<file path="src/rtl/ahb_req_packer.sv">
// AHB-Lite slave front end of the AHB-APB bridge (HCLK domain).
// Each accepted NONSEQ/SEQ transfer becomes one entry in the request FIFO.
// Writes are posted; reads stall until the response FIFO returns data.
//
// state | meaning
// ------+----------------------------------------------------------------
// IDLE  | no data phase pending; ready, OKAY
// WDATA | write data phase; push {ctrl, hwdata} once the request FIFO has room
// RREQ  | read data phase, step 1; push the read entry
// RWAIT | read data phase, step 2; wait for the response entry and pop it
// ERR1  | first ERROR cycle (hreadyout low)
// ERR2  | second ERROR cycle (hreadyout high); no address phase accepted
module ahb_req_packer #(
    parameter int ADDR_WIDTH = 32,
    parameter int DATA_WIDTH = 32
) (
    input  logic                             wclk,
    input  logic                             reset_n,
    input  logic                             hsel,
    input  logic [ADDR_WIDTH-1:0]            haddr,
    input  logic [1:0]                       htrans,
    input  logic                             hwrite,
    input  logic [2:0]                       hsize,
    input  logic [2:0]                       hburst,
    input  logic [DATA_WIDTH-1:0]            hwdata,
    input  logic                             hready_in,
    output logic                             hreadyout,
    output logic                             hresp,
    output logic [DATA_WIDTH-1:0]            hrdata,
    output logic                             req_wen,
    output logic [ADDR_WIDTH+DATA_WIDTH+8:0] req_wdata,
    input  logic                             req_full,
    input  logic [DATA_WIDTH:0]              rsp_rdata,
    input  logic                             rsp_empty,
    output logic                             rsp_ren
);

    localparam logic [2:0] S_IDLE  = 3'd0;
    localparam logic [2:0] S_WDATA = 3'd1;
    localparam logic [2:0] S_RREQ  = 3'd2;
    localparam logic [2:0] S_RWAIT = 3'd3;
    localparam logic [2:0] S_ERR1  = 3'd4;
    localparam logic [2:0] S_ERR2  = 3'd5;

    logic [2:0]            r_state;
    logic [2:0]            w_next_state;
    logic [2:0]            w_addr_next;

    logic [ADDR_WIDTH-1:0] r_addr;
    logic                  r_write;
    logic [2:0]            r_size;
    logic [2:0]            r_burst;
    logic [1:0]            r_trans;
    logic [DATA_WIDTH-1:0] r_hrdata;

    logic                  w_addr_valid;
    logic                  w_phase_done;
    logic                  w_accept;
    logic                  w_rsp_err;
    logic                  w_rsp_take;
    logic [DATA_WIDTH-1:0] w_wdata_field;

    assign w_addr_valid = hsel & hready_in & htrans[1];
    assign w_rsp_err    = rsp_rdata[DATA_WIDTH];
    assign w_rsp_take   = (r_state == S_RWAIT) & ~rsp_empty;

    // A new address phase may only be taken in a cycle where this slave
    // completes its current data phase with OKAY; ERROR cycles never accept.
    always_comb begin
        w_phase_done = 1'b0;
        case (r_state)
            S_IDLE:  w_phase_done = 1'b1;
            S_WDATA: w_phase_done = ~req_full;
            S_RWAIT: w_phase_done = ~rsp_empty & ~w_rsp_err;
            default: w_phase_done = 1'b0;
        endcase
    end

    assign w_accept = w_addr_valid & w_phase_done;

    // Where the overlapping address phase sends us once the data phase ends.
    always_comb begin
        w_addr_next = S_IDLE;
        if (w_accept) begin
            if (hsize > 3'd2)
                w_addr_next = S_ERR1;
            else if (hwrite)
                w_addr_next = S_WDATA;
            else
                w_addr_next = S_RREQ;
        end
    end

    // Next-state selection.
    always_comb begin
        w_next_state = r_state;
        case (r_state)
            S_IDLE:  w_next_state = w_addr_next;
            S_WDATA: if (!req_full) w_next_state = w_addr_next;
            S_RREQ:  if (!req_full) w_next_state = S_RWAIT;
            S_RWAIT: begin
                if (!rsp_empty)
                    w_next_state = w_rsp_err ? S_ERR2 : w_addr_next;
            end
            S_ERR1:  w_next_state = S_ERR2;
            S_ERR2:  w_next_state = S_IDLE;
            default: w_next_state = S_IDLE;
        endcase
    end

    // State register; reset aborts whatever transfer is in flight.
    always_ff @(posedge wclk or negedge reset_n) begin
        if (!reset_n)
            r_state <= S_IDLE;
        else
            r_state <= w_next_state;
    end

    // Capture address-phase control when the transfer is accepted.
    always_ff @(posedge wclk or negedge reset_n) begin
        if (!reset_n) begin
            r_addr  <= '0;
            r_write <= 1'b0;
            r_size  <= 3'd0;
            r_burst <= 3'd0;
            r_trans <= 2'b00;
        end else if (w_accept) begin
            r_addr  <= haddr;
            r_write <= hwrite;
            r_size  <= hsize;
            r_burst <= hburst;
            r_trans <= htrans;
        end
    end

    // Hold the last returned read data between read completions.
    always_ff @(posedge wclk or negedge reset_n) begin
        if (!reset_n)
            r_hrdata <= '0;
        else if (w_rsp_take)
            r_hrdata <= rsp_rdata[DATA_WIDTH-1:0];
    end

    // Bus handshake and FIFO strobes, decoded from state and FIFO flags.
    always_comb begin
        hreadyout = 1'b1;
        hresp     = 1'b0;
        req_wen   = 1'b0;
        rsp_ren   = 1'b0;
        case (r_state)
            S_WDATA: begin
                hreadyout = ~req_full;
                req_wen   = ~req_full;
            end
            S_RREQ: begin
                hreadyout = 1'b0;
                req_wen   = ~req_full;
            end
            S_RWAIT: begin
                rsp_ren = ~rsp_empty;
                if (rsp_empty) begin
                    hreadyout = 1'b0;
                end else if (w_rsp_err) begin
                    hreadyout = 1'b0;
                    hresp     = 1'b1;
                end
            end
            S_ERR1: begin
                hreadyout = 1'b0;
                hresp     = 1'b1;
            end
            S_ERR2: begin
                hreadyout = 1'b1;
                hresp     = 1'b1;
            end
            default: begin
                hreadyout = 1'b1;
                hresp     = 1'b0;
            end
        endcase
    end

    // Read entries carry zero in the data field; write data comes straight
    // from the bus during the data phase.
    assign w_wdata_field = (r_state == S_WDATA) ? hwdata : '0;
    assign req_wdata     = {r_write, r_addr, w_wdata_field, r_size, r_burst, r_trans};

    // Response data is forwarded in the completing cycle, then held.
    assign hrdata = w_rsp_take ? rsp_rdata[DATA_WIDTH-1:0] : r_hrdata;

endmodule

</file>
<file path="config.mk">
export PLATFORM = sky130hd
export DESIGN_NAME = ahb_req_packer
export DESIGN_NICKNAME = d
export VERILOG_FILES = /design/src/rtl/ahb_req_packer.sv
export SDC_FILE = /design/constraint.sdc
export NUM_CORES = 1
export LEC_CHECK = 0
export ABC_CLOCK_PERIOD_IN_PS = 2000
export CORE_MARGIN = 2
export CORE_UTILIZATION = 33
export DETAILED_ROUTE_END_ITERATION = 12
export HOLD_SLACK_MARGIN = 0.02
export PLACE_DENSITY_LB_ADDON = 0.25
export SETUP_SLACK_MARGIN = 0.4
export SLEW_MARGIN = 25
export SYNTH_ARGS = -nofsm -noshare
export SYNTH_HDL_FRONTEND = slang
export SYNTH_SLANG_ARGS = --single-unit
</file>
<file path="constraint.sdc">
create_clock -name wclk -period 2 [get_ports wclk]
set_clock_uncertainty 0.1 [all_clocks]
set_input_delay 0.6 -clock wclk [delete_from_list [all_inputs] [get_ports wclk]]
set_output_delay 0.6 -clock wclk [all_outputs]
set_load 0.02 [all_outputs]
</file>
==> flow_summary_export.csv <==
group,metric,value,unit
final_layout,n_fill_cell,772,
yosys,synth_enable_flop_cells,0,
timing,setup_viol_count_final,68,
timing,fin_crit_sh,1.226,
route,average_via_count_per_standard_cell,4.505,
final_layout,antenna_cells,0,
pwr,p_leak,3.216,nW
pwr,ir_drop,0.7557,mV
clock_tree,cts_root_buffer,"sky130_fd_sc_hd__clkbuf_8",
die,coreArea,0.01023,mm²
final_layout,nNetsFinal,628,
setup_path,crit_path_end_kind,"output port",
yosys,synth_top_flop_cell,"sky130_fd_sc_hd__dfrtp_1",
route,wire_per_inst,16.77,µm
global_routing,grt_pass1_vias,3112,
yosys,post_synth_instance_area,0.003431,mm²
global_routing,grt_use_total,0.1879,
final_layout,most-common-layout-cells,"sky130_fd_sc_hd__clkdlybuf4s50_1, sky130_fd_sc_hd__buf_6, sky130_fd_sc_hd__dfrtp_1, sky130_fd_sc_hd__buf_4, sky130_fd_sc_hd__mux2_4",
final_layout,drive_gt1_frac,0.5470,
setup_path,crit_path_cell_trace,"nor3_4 > buf_6 > clkbuf_16 > mux2_4 > buf_6",
route,route.vias.total,2960,
timing,post-route-min-period,2.453,ns
setup_path,crit_fanout,6,
placement,port-buffer-count,220,
setup_path,cp_data_required_time,1.30,ns
timing,grt_setup_unrepaired,"true",
die,die_height,106.0,µm
timing,slew-limit-headroom,0.6809,
global_routing,grt_pass1_wl,16.22,mm
global_routing,grt_start_max_net_pins,36,
global_routing,number_of_antenna_violations_at_the_first_check_in_global_routing,0,
yosys,ys_warn_count,0,
yosys,netlist_instances,230,
run_status,run_status,"finished with violations",
die,placement_rows,37,
route,route.detailed.drc,0,
setup_path,critical_path.most_common_cell,"sky130_fd_sc_hd__buf_6",
yosys,ys_types,27,
clock_tree,tritoncts_buffer_count,9,
placement,placed_area,0.005948,mm²
die,num_io_pins,221,
job,max_cap_violations,0,
route,detail_route.iter0.violations,117,
worst_hold_path,hp-class,"primary input to asynchronous set/reset pin",
placement,gp_routability_congestion,0.8236,
yosys,synthesized_area_per_cell,14.92,µm²
setup_path,timing.setup.critical_path_class,"register to output port",
global_routing,globalRoute.totalOverflow,0,
setup_path,worst_path_largest_cell_delay,0.42,ns
timing,maxClockFrequency,407.7,MHz
clock_tree,cts_tree,"built",
yosys,ys_ff_latch,76,
clock_tree,clk_latency,0.35,ns
route,finalWirelength,11.02,mm
setup_path,crit_path_start_kind,"register",
clock_tree,clockBufferDepth,2,
yosys,async_set_or_reset_flop_fraction_in_the_synthesized_netlist,1.000,
timing,final_max_slew_viol_count,0,
clock_tree,clkSinkCount,76,
timing,hold_viol_final,0,
route,final_antenna_net_count,0,
setup_path,timing.critical_path.slowest_stage_cell,"sky130_fd_sc_hd__dfrtp_1",
setup_path,crit_arrival,1.75,ns
die,area_of_the_die,0.01123,mm²
run_status,violations_in_the_final_reports,"setup timing",
timing,timing.hold.ws,0.09590,ns
placement,post-dp-hpwl,7.463,mm
yosys,nets_in_the_synthesized_netlist,342,
pwr,power_density,1410,mW/mm²
yosys,fraction_of_the_yosys_area_taken_by_sequential_cells,0.5543,
clock_tree,number_of_buffers_inserted_by_hold_repair_at_cts,0,
timing,post-route-worst-setup-slack,-0.4528,ns
die,start_util,0.3353,
clock_tree,clock_transition_at_path_regs,0.08,ns
final_layout,flow.area_growth_from_synthesis,99.05,%
final_layout,final_area,0.006829,mm²
final_layout,final_common_cell,"sky130_fd_sc_hd__clkdlybuf4s50_1",
timing,worst-slew-pin-transition,0.4787,ns
clock_tree,htree_num_levels,3,
route,drt_pass1_iterations,4,
die,chipWidth,106.0,µm
sequential cells by signal (all words and copies together) (netlist names):
signal    count
r_trans       2
r_hrdata     32
r_size        3
r_addr       32
r_write       1
r_burst       3
r_state       3
path summary, 6_finish.rpt:
path / startpoint / endpoint / slack (ns) / cells past startpoint
max: r_state[2] / hrdata[10] / -0.45 / 5
max reg2reg: r_state[1] / r_burst[0] / 0.04 / 7
min reg2reg: r_hrdata[15] / r_hrdata[15] / 0.40 / 1
min: reset_n / r_addr[24] / 0.1 / 1
min in group wclk: r_hrdata[15] / r_hrdata[15] / 0.40 / 1
max in group asynchronous: reset_n / r_addr[26] / 1.16 / 2
layout make-up:
cell class	count	area, µm²	area share
Tap cell	136	170.2	0.02492
Inverter	5	18.77	0.002748
Timing Repair Buffer	289	2995	0.4386
Clock inverter	4	48.80	0.007145
Multi-Input combinational cell	135	1549	0.2268
Sequential cell	76	1902	0.2785
Clock buffer	12	145.1	0.02125
routing by layer:
layer	share of wire	routed length (µm)	up-vias	GRT usage
met2	0.53	5787	158	0.3194
met1	0.39	4245	1434	0.2245
li1	-	-	1357	-
met4	0.013	140	0	0.07331
met3	0.077	846	11	0.05518
met5	0	0	-	0
Yosys cell counts, drive strengths merged, types with 2 or more instances:
master | count | area (µm²)
dfrtp | 76 | 1902
mux2 | 72 | 945.9
and2 | 32 | 200.2
buf | 11 | 147.6
a21oi | 7 | 35.03
inv | 5 | 18.77
nor3 | 4 | 31.28
clkbuf | 3 | 11.26
nor2 | 3 | 11.26
o21ai | 3 | 15.01
nand2 | 2 | 7.510
nand3b | 2 | 15.01
critical path: cells and delay by family (launching register included):
family / cells / cell delay [ns]
flops: 1 / 0.42
mux: 1 / 0.31
buf+inv: 3 / 0.46
simple gates: 1 / 0.21
power by group:
part	switching, mW	internal [mW]	leakage, nW
logic	2.38	3.42	2.18
clock network	0.564	0.610	0.100
registers	0.414	2.25	0.931
total	3.36	6.27	3.22
metrics by stage:
stage                     TNS, ns  setup slack (ns)  std cells  total power, mW  utilization
after floorplan            -5.940           -0.2025        230            5.086            -
after global placement     -77.51            -1.164        594            7.333       0.5814
after global routing       -31.88           -0.5424        657            10.08       0.6675
after CTS                  -31.24           -0.5748        630            8.927       0.6203
after detailed placement   -79.87            -1.198        594            7.402       0.5814
final                      -26.65           -0.4528        657            9.631       0.6675
what timing repair did:
| action | CTS | global route |
|---|---|---|
| pin swaps | 6 | 4 |
| endpoints found under the setup margin | 185 | 163 |
| gates cloned | 5 | 2 |
| buffers inserted | 15 | 25 |
| gates resized for setup | 614 | 74 |
kinds of logic after synthesis:
family	share of synthesized area
XOR/XNOR	0.005107
flip-flops	0.5543
buffers and inverters	0.05179
multiplexers	0.2786
AND/OR/NAND/NOR	0.08570
AO/OA/AOI/OAI	0.02443
Note: power is estimated with default switching activity, not from simulation.
